<file path="config.mk">
export PLATFORM = sky130hd
export DESIGN_NAME = btn_conditioner
export DESIGN_NICKNAME = d
export VERILOG_FILES = /design/src/rtl/btn_conditioner_pkg.sv /design/src/rtl/btn_debounce.sv /design/src/rtl/btn_conditioner.sv
export SDC_FILE = /design/constraint.sdc
export NUM_CORES = 1
export LEC_CHECK = 0
export ABC_AREA = 0
export BUFFER_PORTS_ARGS = -buffer_cell sky130_fd_sc_hd__buf_4
export CORE_UTILIZATION = 41
export CTS_CLUSTER_DIAMETER = 100
export CTS_CLUSTER_SIZE = 12
export DETAILED_ROUTE_END_ITERATION = 8
export HOLD_SLACK_MARGIN = 0.02
export PLACE_DENSITY = 0.6
export SLEW_MARGIN = 20
export SYNTH_ARGS = -nofsm -noshare
export SYNTH_HDL_FRONTEND = slang
export SYNTH_SLANG_ARGS = --single-unit
</file>
<file path="constraint.sdc">
create_clock -name clk -period 2.5 [get_ports clk]
set_clock_uncertainty 0.1 [all_clocks]
set_input_delay 0.25 -clock clk [delete_from_list [all_inputs] [get_ports clk]]
set_output_delay 0.25 -clock clk [all_outputs]
set_load 0.005 [all_outputs]
</file>
<file path="src/rtl/btn_conditioner_pkg.sv">
// btn_conditioner_pkg: shared button indices, button word type and SOCD cleaning helper
package btn_conditioner_pkg;
  localparam int BTN_LEFT  = 0;
  localparam int BTN_RIGHT = 1;
  localparam int BTN_UP    = 2;
  localparam int BTN_DOWN  = 3;
  localparam int BTN_JUMP  = 4;
  localparam int BTN_DASH  = 5;
  typedef logic [5:0] btn_t;
  // Opposing directions held together cancel out, so the core never sees L+R or U+D.
  function automatic btn_t socd_clean(btn_t b);
    btn_t r;
    r = b;
    if (b[BTN_LEFT] && b[BTN_RIGHT]) begin
      r[BTN_LEFT]  = 1'b0;
      r[BTN_RIGHT] = 1'b0;
    end
    if (b[BTN_UP] && b[BTN_DOWN]) begin
      r[BTN_UP]   = 1'b0;
      r[BTN_DOWN] = 1'b0;
    end
    return r;
  endfunction
endpackage

</file>
<file path="src/rtl/btn_debounce.sv">
// btn_debounce: 2-flop synchronizer plus stability counter for one raw button pin
module btn_debounce
  import btn_conditioner_pkg::*;
#(
  parameter int DEBOUNCE_CYCLES = 500000
) (
  input  logic clk,
  input  logic rst,
  input  logic pad_i,
  output logic deb_o
);
  localparam int CW = $clog2(DEBOUNCE_CYCLES + 1);
  localparam logic [CW-1:0] LAST = CW'(DEBOUNCE_CYCLES - 1);
  logic sync1_q, sync2_q, deb_q, deb_d, differ, hit;
  logic [CW-1:0] cnt_q, cnt_d;
  // Count consecutive cycles the synchronized pin disagrees with the accepted state; accept on the last one.
  always_comb begin
    differ = sync2_q != deb_q;
    hit    = differ && (cnt_q == LAST);
    cnt_d  = (!differ || hit) ? '0 : cnt_q + 1'b1;
    deb_d  = hit ? sync2_q : deb_q;
  end
  // Synchronizer stages, counter and accepted state, cleared asynchronously.
  always_ff @(posedge clk or negedge rst) begin
    if (!rst) begin
      sync1_q <= 1'b0;
      sync2_q <= 1'b0;
      deb_q   <= 1'b0;
      cnt_q   <= '0;
    end else begin
      sync1_q <= pad_i;
      sync2_q <= sync1_q;
      deb_q   <= deb_d;
      cnt_q   <= cnt_d;
    end
  end
  assign deb_o = deb_q;
endmodule

</file>
<file path="src/rtl/btn_conditioner.sv">
// btn_conditioner: debounced, frame-latched button word with press edges and jump buffer (optional BTN_SOCD_EN)
module btn_conditioner
  import btn_conditioner_pkg::*;
#(
  parameter int DEBOUNCE_CYCLES = 500000,
  parameter int JUMP_BUF_FRAMES = 4
) (
  input  logic       clk,
  input  logic       rst,
  input  logic [5:0] pad_raw,
  input  logic       frame_tick,
  output logic [5:0] btn,
  output logic       jump_press,
  output logic       dash_press,
  output logic       jump_buf,
  output logic       frame_valid
);
  btn_t deb_w, latch_d, btn_q;
  logic jp_d, dp_d, jp_q, dp_q, fv_q;
  logic [3:0] jcnt_q, jcnt_d;
  for (genvar i = 0; i < 6; i++) begin : g_deb
    btn_debounce #(.DEBOUNCE_CYCLES(DEBOUNCE_CYCLES)) u_deb (
      .clk  (clk),
      .rst  (rst),
      .pad_i(pad_raw[i]),
      .deb_o(deb_w[i])
    );
  end
  // Word to latch this frame, its rising edges against the previous frame, and next buffer count.
  always_comb begin
`ifdef BTN_SOCD_EN
    latch_d = socd_clean(deb_w);
`else
    latch_d = deb_w;
`endif
    jp_d   = latch_d[BTN_JUMP] & ~btn_q[BTN_JUMP];
    dp_d   = latch_d[BTN_DASH] & ~btn_q[BTN_DASH];
    jcnt_d = jp_d ? 4'(JUMP_BUF_FRAMES) : (jcnt_q != 4'd0 ? jcnt_q - 4'd1 : jcnt_q);
  end
  // Frame latch: button word and buffer hold between ticks; strobes last one cycle after a tick.
  always_ff @(posedge clk or negedge rst) begin
    if (!rst) begin
      btn_q  <= '0;
      jp_q   <= 1'b0;
      dp_q   <= 1'b0;
      fv_q   <= 1'b0;
      jcnt_q <= '0;
    end else begin
      fv_q <= frame_tick;
      jp_q <= frame_tick & jp_d;
      dp_q <= frame_tick & dp_d;
      if (frame_tick) begin
        btn_q  <= latch_d;
        jcnt_q <= jcnt_d;
      end
    end
  end
  assign btn         = btn_q;
  assign jump_press  = jp_q;
  assign dash_press  = dp_q;
  assign jump_buf    = |jcnt_q;
  assign frame_valid = fv_q;
endmodule

</file>
# ---- After elaboration in Yosys (flattened, before gate mapping)
# Cells that the tools add are included.
dict set report word_totals {
  word_cells 84
  out_inout_bits 10
  inputBits 9
  ff_bits 145
}
dict set report classes {
  n_eq_ne 12
  mux 8
  bitwise_logic 6
  n_addsub 7
  n_reduce_logical 22
}
# cell count
set ops {}
lappend ops {{19-bit by 1-bit adder with 19-bit output (second input constant)} 6}
lappend ops {{19-bit == test (second input constant)} 6}
lappend ops {{19-bit two-way mux} 6}
lappend ops {{4-bit two-way mux} 2}
lappend ops {{1-bit logical AND} 6}
lappend ops {{1-bit zero test} 6}
lappend ops {{1-bit logical OR} 6}
lappend ops {{1-bit != test} 6}
lappend ops {{1-bit bitwise AND} 4}
lappend ops {{4-bit nonzero test} 1}
lappend ops {{4-bit OR reduction} 1}
lappend ops {{4-bit by 1-bit subtractor with 4-bit output (second input constant)} 1}
lappend ops {{1-bit NOT} 2}
lappend ops {{2-bit AND reduction} 1}
lappend ops {{2-bit nonzero test} 1}

# ---- Logic depth before layout (Yosys ltp)
# Gate-level depths: netlist (run 1).
dict set report depth {
  depth_word 4
  ltp_mapped 6
  mapped_depth_nobuf 6
}

# ---- Modules after synthesis
# From an unflattened synthesis (run 1), not the netlist that was laid out.
dict set report unflattened {
  cells_unflattened 667
  area_unflattened_um2 7066.8
}
# module area_each_um2 cells_each n_inst seq_area_each_um2
set modules_own_cells {}
lappend modules_own_cells {btn_debounce 1082.3 104 6 550.5}
lappend modules_own_cells {btn_conditioner 573.0 43 1 325.3}

# ---- Worst setup path after synthesis (run 1)
# Ideal clock, no wire load.
dict set report synth_timing {
  kind {reg2reg}
  from {register g_deb[4].u_deb.cnt_q[0]}
  to {register g_deb[4].u_deb.cnt_q[18]}
  synth_period_minus_slack_ns 2.012
  n_path_buf 0
  setup_ns 0.078
  path_stages_with_launch 6
  setup_slack_ns 0.488
  required_time_ns 2.322
  arrival_ns 1.835
  path_cell_list {dfrtp_1 > ha_1 > nand4_2 > or4b_1 > or3_1 > a21oi_1}
}
dict set report synth_via {
  elab_chain_cells 4
  elab_cells_between_ends 5
  classes_between {add/sub: 1; eq/ne: 1; mux: 1; reduce/logical: 2}
}
# item line
set synth_rtl {}
lappend synth_rtl {{start, declared} btn_debounce.sv:15} ;# logic [CW-1:0] cnt_q, cnt_d;
lappend synth_rtl {{start signal, assigned} btn_debounce.sv:34} ;# cnt_q <= cnt_d;
lappend synth_rtl {{branches (longest 3 deep; another with 19-bit by 1-bit adder with 19-bit output)} n/a}
lappend synth_rtl {{19-bit two-way mux *} btn_debounce.sv:20} ;# cnt_d = (!differ || hit) ? '0 : cnt_q + 1'b1;
lappend synth_rtl {{net g_deb[4].u_deb.cnt_d[18]} btn_debounce.sv:15}
# Mark *: on every way through the listed nets, which the timed path passes.
# A chain may end at the register's enable or synchronous reset.

# ---- Worst setup path after layout (run 1)
# Same ends and word-level chain as after synthesis.

==> results.json, run 1 <==
{
  "post-place-cells": 920,
  "seqCellArea_mm2": 0.003628,
  "cpPeakStageDelay_ps": 630,
  "synth_area_leaders": "dfrtp_1 (53%), xnor2_1 (7.0%), nor2_1 (6.0%), xor2_1 (3.7%), nand3_1 (2.9%)",
  "p_sw_mw": 1.104,
  "met1Wirelength_um": 5839,
  "place_hpwl_um": 8530,
  "wl_met2_um": 6503,
  "combPwrFrac_pct": 3.1,
  "cts_resized": 0,
  "synth_edf_count": 0,
  "yosysSeqAreaShare_pct": 52.70,
  "worstMarginPinSlew_ps": 668.2,
  "area_delta_synth_final_pct": 17.97,
  "highest_layer": "met4",
  "postSynthCellCount": 682,
  "coreArea_mm2": 0.01647,
  "insertion_delay_ps": 420,
  "power_density_mw_per_mm2": 680.3,
  "fin_util_pct": 49.33,
  "start_util_pct": 41.82,
  "clock.fmax_ghz": 0.4609,
  "swShare_pct": 19.97,
  "ys_async_sr_fraction_pct": 100.0,
  "outcome": "finished with violations",
  "ys.flop_type": "dfrtp_1",
  "overflow": 0,
  "synth.most_common_cell": "dfrtp_1",
  "cts_root_buffer": "clkbuf_16",
  "grt_pass1_wl_um": 23270,
  "yosysTopAreaCellShare_pct": 52.70,
  "place_ws_ps": 338.9,
  "synth_nets": 699,
  "via_per_inst": 5.244,
  "cts_buffers": 17,
  "cp_max_fo": 6,
  "drt_wl_total_um": 12810,
  "critPathKind": "reg -> reg",
  "nets": 744,
  "cp-start-kind": "flip-flop",
  "failed_checks": "DRC",
  "dr_wl_met3_um": 318,
  "intPower_mw": 4.422,
  "yosysWarnings": 0,
  "row_count": 47,
  "fp.dieW_um": 131.6,
  "cp.arrival_ps": 2420,
  "path_cells": "ha_1, nand4_2, or4b_1, or3_1, a21oi_1",
  "period_needed_ps": 2170,
  "place_congestion": 0.8272,
  "portBuffers": 18,
  "clkPwrFrac_pct": 53.1,
  "path_clk_slew_ps": 60,
  "dieArea_mm2": 0.01732,
  "dr.first_iter.drc_count": 242,
  "critical_path.endpoint_type": "flip-flop",
  "final_antenna_net_count": 0,
  "tns_ps": 0,
  "clock_sinks": 145,
  "period_share_pct": 86.79,
  "crit_slowest_cell": "or4b_1",
  "routedWlPerCell_um": 13.34,
  "grt_use_total_pct": 16.40,
  "syn_area_mm2": 0.006885,
  "num_vias": 5034,
  "power_mw": 5.526,
  "ioPinCount": 19,
  "critPathBufInv": 0,
  "drive_gt1_share_pct": 11.76,
  "drc": 2,
  "finalHoldViolations": 0,
  "worstPathRequired_ps": 2750,
  "grt_start_max_net_pins": 55,
  "antenna_found_initial": 0,
  "hold_buffers": 8,
  "avgSynthCellArea_um2": 10.10,
  "finalWorstSetupSlack_ps": 330.2,
  "first_pass_iters": 7,
  "htree_num_levels": 4,
  "multi_input_area_mm2": 0.003092,
  "max-vdd-ir-drop_mv": 0.4787,
  "setup_viol": 0,
  "synth-seq-cells": 145,
  "antenna_cells": 0,
  "first_global_vias": 4972,
  "leakagePower_nw": 3.297,
  "drv_slew": 0,
  "n_fill_cell": 1520,
  "crit_family": "simple AND/OR/NAND/NOR gates",
  "yosys.cell_types.count": 47,
  "final_cells": 960,
  "relSlewSlack_pct": 55.04,
  "yosys-top-cells-count": "dfrtp_1 (145), nor2_1 (110), xnor2_1 (55)",
  "clockBufferDepth": 2,
  "drv_cap": 0,
  "die_h_um": 131.6,
  "cts_tree": "built",
  "min_path_type": "in -> async",
  "synth_area_leader_cell": "dfrtp_1",
  "rsz0062_at_grt": "no",
  "seqPwrFrac_pct": 43.7,
  "cts_setup_buffers": 0
}
==> power by group through the flow <==
stage	clock network (mW)	registers [mW]	logic [mW]
finish	2.94	2.42	0.172
global route	3.10	2.42	0.202
CTS	3.00	2.42	0.179
detailed placement	0	2.46	0.168
global placement	0	2.46	0.164
floorplan	0	2.45	0.0795
==> state kept, by name, summed over array words and instances (netlist names) <==
register	cells
dash_press	1
jump_press	1
g_deb.u_deb.deb_o	6
btn	6
jcnt_q	4
frame_valid	1
g_deb.u_deb.sync2_q	6
g_deb.u_deb.cnt_q	114
g_deb.u_deb.sync1_q	6
==> layer usage <==
metal	GRT usage (%)	vias up
met2	27.75	74
li1	-	2468
met3	3.395	10
met1	20.43	2482
met5	0	-
met4	6.525	0
==> area by class of cell <==
type                            instances  area share, %
Tap cell                              220          3.389
Inverter                               28          1.294
Multi-Input combinational cell        497          38.06
Sequential cell                       145          44.67
Clock buffer                           23          6.007
Timing Repair Buffer                   38          4.113
Clock inverter                          9          2.465
==> final timing paths <==
check	from	to	slack, ps	cells after the start
min reg2reg	g_deb[4].u_deb.sync1_q	g_deb[4].u_deb.sync2_q	250	0
max	g_deb[4].u_deb.cnt_q[0]	g_deb[4].u_deb.cnt_q[18]	330	5
max reg2reg	g_deb[4].u_deb.cnt_q[0]	g_deb[4].u_deb.cnt_q[18]	330	5
min in group clk	g_deb[4].u_deb.sync1_q	g_deb[4].u_deb.sync2_q	250	0
max in group asynchronous	rst	g_deb[2].u_deb.cnt_q[17]	1410	3
min	rst	g_deb[5].u_deb.cnt_q[2]	250	2
==> layout by cell type (no fill, tap or decap), drive strengths merged, types with 2 or more instances in the layout <==
cell type	n
dlygate4sd3	8
ha	8
xor2	29
bufinv	6
clkbuf	23
xnor2	55
nand3b	2
nand3	40
and4	7
or3	12
nand2	44
a31o	3
nor3b	2
or3b	3
nor2b	3
nor3	24
o41ai	3
nor4bb	3
mux2	11
and2	2
a21oi	24
buf	30
and3	2
clkinvlp	2
o31ai	8
inv	28
nand4	31
or4	11
nor4b	4
or2	8
nor2	110
nor4	20
dfrtp	145
o21ai	21
nand4bb	3
==> logic make-up (layout without fill, tap and decap cells) <==
family / count (synthesis) / after routing / share of synthesized area [%]
simple gates: 334 / 334 / 25.22
fa+ha+maj: 8 / 8 / 1.454
buf+inv: 40 / 98 / 2.399
compound gates: 60 / 60 / 5.742
xor+xnor: 84 / 84 / 10.68
flops: 145 / 145 / 52.70
mux: 11 / 11 / 1.799
==> stage by stage <==
step	hold WS, ps	cell area, µm²
after detailed placement	150.3	7355
after CTS	248.2	8123
after global routing	253.1	8123
after global placement	140.6	7355
after floorplan	-145.6	6885
final	247.1	8123
(Power assumes the default switching activity.)
==> inputs of run 2 (changes only) <==
--- a/config.mk
+++ b/config.mk
@@ -12,8 +12,9 @@
 export CTS_CLUSTER_SIZE = 12
 export DETAILED_ROUTE_END_ITERATION = 8
 export HOLD_SLACK_MARGIN = 0.02
-export PLACE_DENSITY = 0.6
+export PLACE_DENSITY = 0.57
 export SLEW_MARGIN = 20
 export SYNTH_ARGS = -nofsm -noshare
 export SYNTH_HDL_FRONTEND = slang
 export SYNTH_SLANG_ARGS = --single-unit
+export TNS_END_PERCENT = 1
==> results.json, run 2 (same netlist as run 1, synthesis figures left out) <==
{
  "cts_buffers": 17,
  "place_area_mm2": 0.007347,
  "cpPeakStageDelay_ps": 630,
  "drive_gt1_share_pct": 11.64,
  "ff2ff_path_depth": 5,
  "seqPwrFrac_pct": 46.7,
  "place_hpwl_um": 8848,
  "mostFrequentLayoutCell": "dfrtp_1",
  "drt_wl_total_um": 12820,
  "routedWlPerCell_um": 13.36,
  "grt_use_total_pct": 16.61,
  "finalHoldViolations": 0,
  "largest-register": "g_deb.u_deb.cnt_q",
  "overflow": 0,
  "power_density_mw_per_mm2": 644.0,
  "first_pass_iters": 4,
  "design_area_mm2": 0.008044,
  "final_antenna_net_count": 0,
  "antenna_cells": 0,
  "critical_path.endpoint_type": "flip-flop",
  "r2r-end": "g_deb[4].u_deb.cnt_q[18]",
  "critPathKind": "reg -> reg",
  "reg2reg_slack_ps": 300,
  "clock_sinks": 145,
  "worstPathRequired_ps": 2740,
  "worstMarginPinSlew_ps": 675.1,
  "num_vias": 4986,
  "fp.dieW_um": 131.6,
  "nets": 743,
  "crit_slowest_cell": "or4b_1",
  "layout_common_cells": "dfrtp_1 (145), nor2_1 (110), xnor2_1 (55)",
  "place_congestion": 0.7986,
  "clock.fmax_ghz": 0.4555,
  "drv_cap": 0,
  "tns_ps": 0,
  "die_h_um": 131.6,
  "combPwrFrac_pct": 3.3,
  "largest_reg_flops": 114,
  "cp.arrival_ps": 2430,
  "htree_num_levels": 4,
  "cts_root_buffer": "clkbuf_16",
  "relSlewSlack_pct": 54.58,
  "clkPwrFrac_pct": 50.0,
  "first_global_vias": 5189,
  "grt_start_max_net_pins": 56,
  "path_clk_slew_ps": 60,
  "dieArea_mm2": 0.01732,
  "reg2reg_from": "g_deb[4].u_deb.cnt_q[0]",
  "cp-start-kind": "flip-flop",
  "outcome": "completed",
  "portBuffers": 18,
  "max-vdd-ir-drop_mv": 0.4531,
  "cts_tree": "built",
  "cts_setup_buffers": 0,
  "drv_slew": 0,
  "clockBufferDepth": 2,
  "period_needed_ps": 2196,
  "setup_viol": 0,
  "insertion_delay_ps": 420,
  "cts_resized": 0,
  "n_fill_cell": 1529,
  "area_delta_synth_final_pct": 16.83,
  "swShare_pct": 20.55,
  "row_count": 47,
  "post-place-cells": 919,
  "min_path_type": "in -> async",
  "leakagePower_nw": 3.262,
  "path_cells": "ha_1, nand4_2, or4b_1, or3_1, a21oi_1",
  "cp_max_fo": 6,
  "via_per_inst": 5.199,
  "p_sw_mw": 1.065,
  "grt_pass1_wl_um": 23500,
  "final_cells": 959,
  "place_ws_ps": 311.4,
  "drc": 0,
  "start_util_pct": 41.82,
  "coreArea_mm2": 0.01647,
  "antenna_found_initial": 0,
  "rsz0062_at_grt": "no",
  "dr.first_iter.drc_count": 277,
  "ioPinCount": 19,
  "intPower_mw": 4.116,
  "finalWorstSetupSlack_ps": 304.4,
  "period_share_pct": 87.83,
  "fin_util_pct": 48.85
}
## run 2: changes by cell type in the layout (fill, tap and decap cells not counted)
cell,delta
bufinv_16,-3
clkinv_4,+1
clkinv_2,+2
buf_4,-1
## run 2: layer usage
| metal | routed length, µm | share of wire (%) | vias up | track usage (%) |
|---|---|---|---|---|
| li1 | - | - | 2475 | - |
| met3 | 303 | 2.4 | 23 | 3.665 |
| met4 | 323 | 2.5 | 0 | 8.140 |
| met2 | 6117 | 48 | 52 | 26.93 |
| met1 | 6073 | 47 | 2436 | 20.96 |
| met5 | 0 | 0 | - | 0 |
## run 2: per-stage QoR
step	power, mW	hold WS (ps)
2_1_floorplan	2.530	-145.6
3_5_place_dp	2.629	110.3
6_report	5.180	226.6
3_3_place_gp	2.622	109.1
4_1_cts	5.267	240.0
5_1_grt	5.393	262.8
## run 2: worst max-delay path, delay by kind of cell, from the launching register on
family	cells	cell delay, ps
and+or+nand+nor	3	1190
adders and majority gates	1	260
AOI/OAI and AO/OA	1	160
DFF	1	410
## run 2: what timing repair did
item | in CTS | in global routing
endpoints found under the setup margin | 0 | 0
hold buffers | 8 | 0
hold endpoints to repair | 50 | 0
## run 2: worst max-delay path by stage
| stage | startpoint | endpoint | slack (ps) | cells after the start |
|---|---|---|---|---|
| floorplan | g_deb[4].u_deb.cnt_q[0] | g_deb[4].u_deb.cnt_q[18] | 490 | 5 |
| global placement | g_deb[4].u_deb.cnt_q[12] | g_deb[4].u_deb.cnt_q[3] | 360 | 4 |
| detailed placement | g_deb[4].u_deb.cnt_q[12] | g_deb[4].u_deb.cnt_q[17] | 310 | 4 |
| CTS | g_deb[4].u_deb.cnt_q[12] | g_deb[4].u_deb.cnt_q[14] | 280 | 4 |
| global route | g_deb[4].u_deb.cnt_q[0] | g_deb[4].u_deb.cnt_q[18] | 140 | 5 |
| finish | g_deb[4].u_deb.cnt_q[0] | g_deb[4].u_deb.cnt_q[18] | 300 | 5 |
## run 2: area by class of cell
class / count / area, µm² / share of cell area (%)
Sequential cell: 145 / 3628 / 45.11
Multi-Input combinational cell: 497 / 3092 / 38.44
Clock buffer: 23 / 488.0 / 6.066
Timing Repair Buffer: 37 / 326.6 / 4.060
Tap cell: 220 / 275.3 / 3.422
Clock inverter: 9 / 128.9 / 1.602
Inverter: 28 / 105.1 / 1.307
## run 2: power by group through the flow
stage / clock network [mW] / logic, mW / registers (mW)
2_1_floorplan: 0 / 0.0795 / 2.45
3_3_place_gp: 0 / 0.165 / 2.46
3_5_place_dp: 0 / 0.169 / 2.46
4_1_cts: 2.67 / 0.180 / 2.42
5_1_grt: 2.77 / 0.202 / 2.42
6_report: 2.59 / 0.171 / 2.42
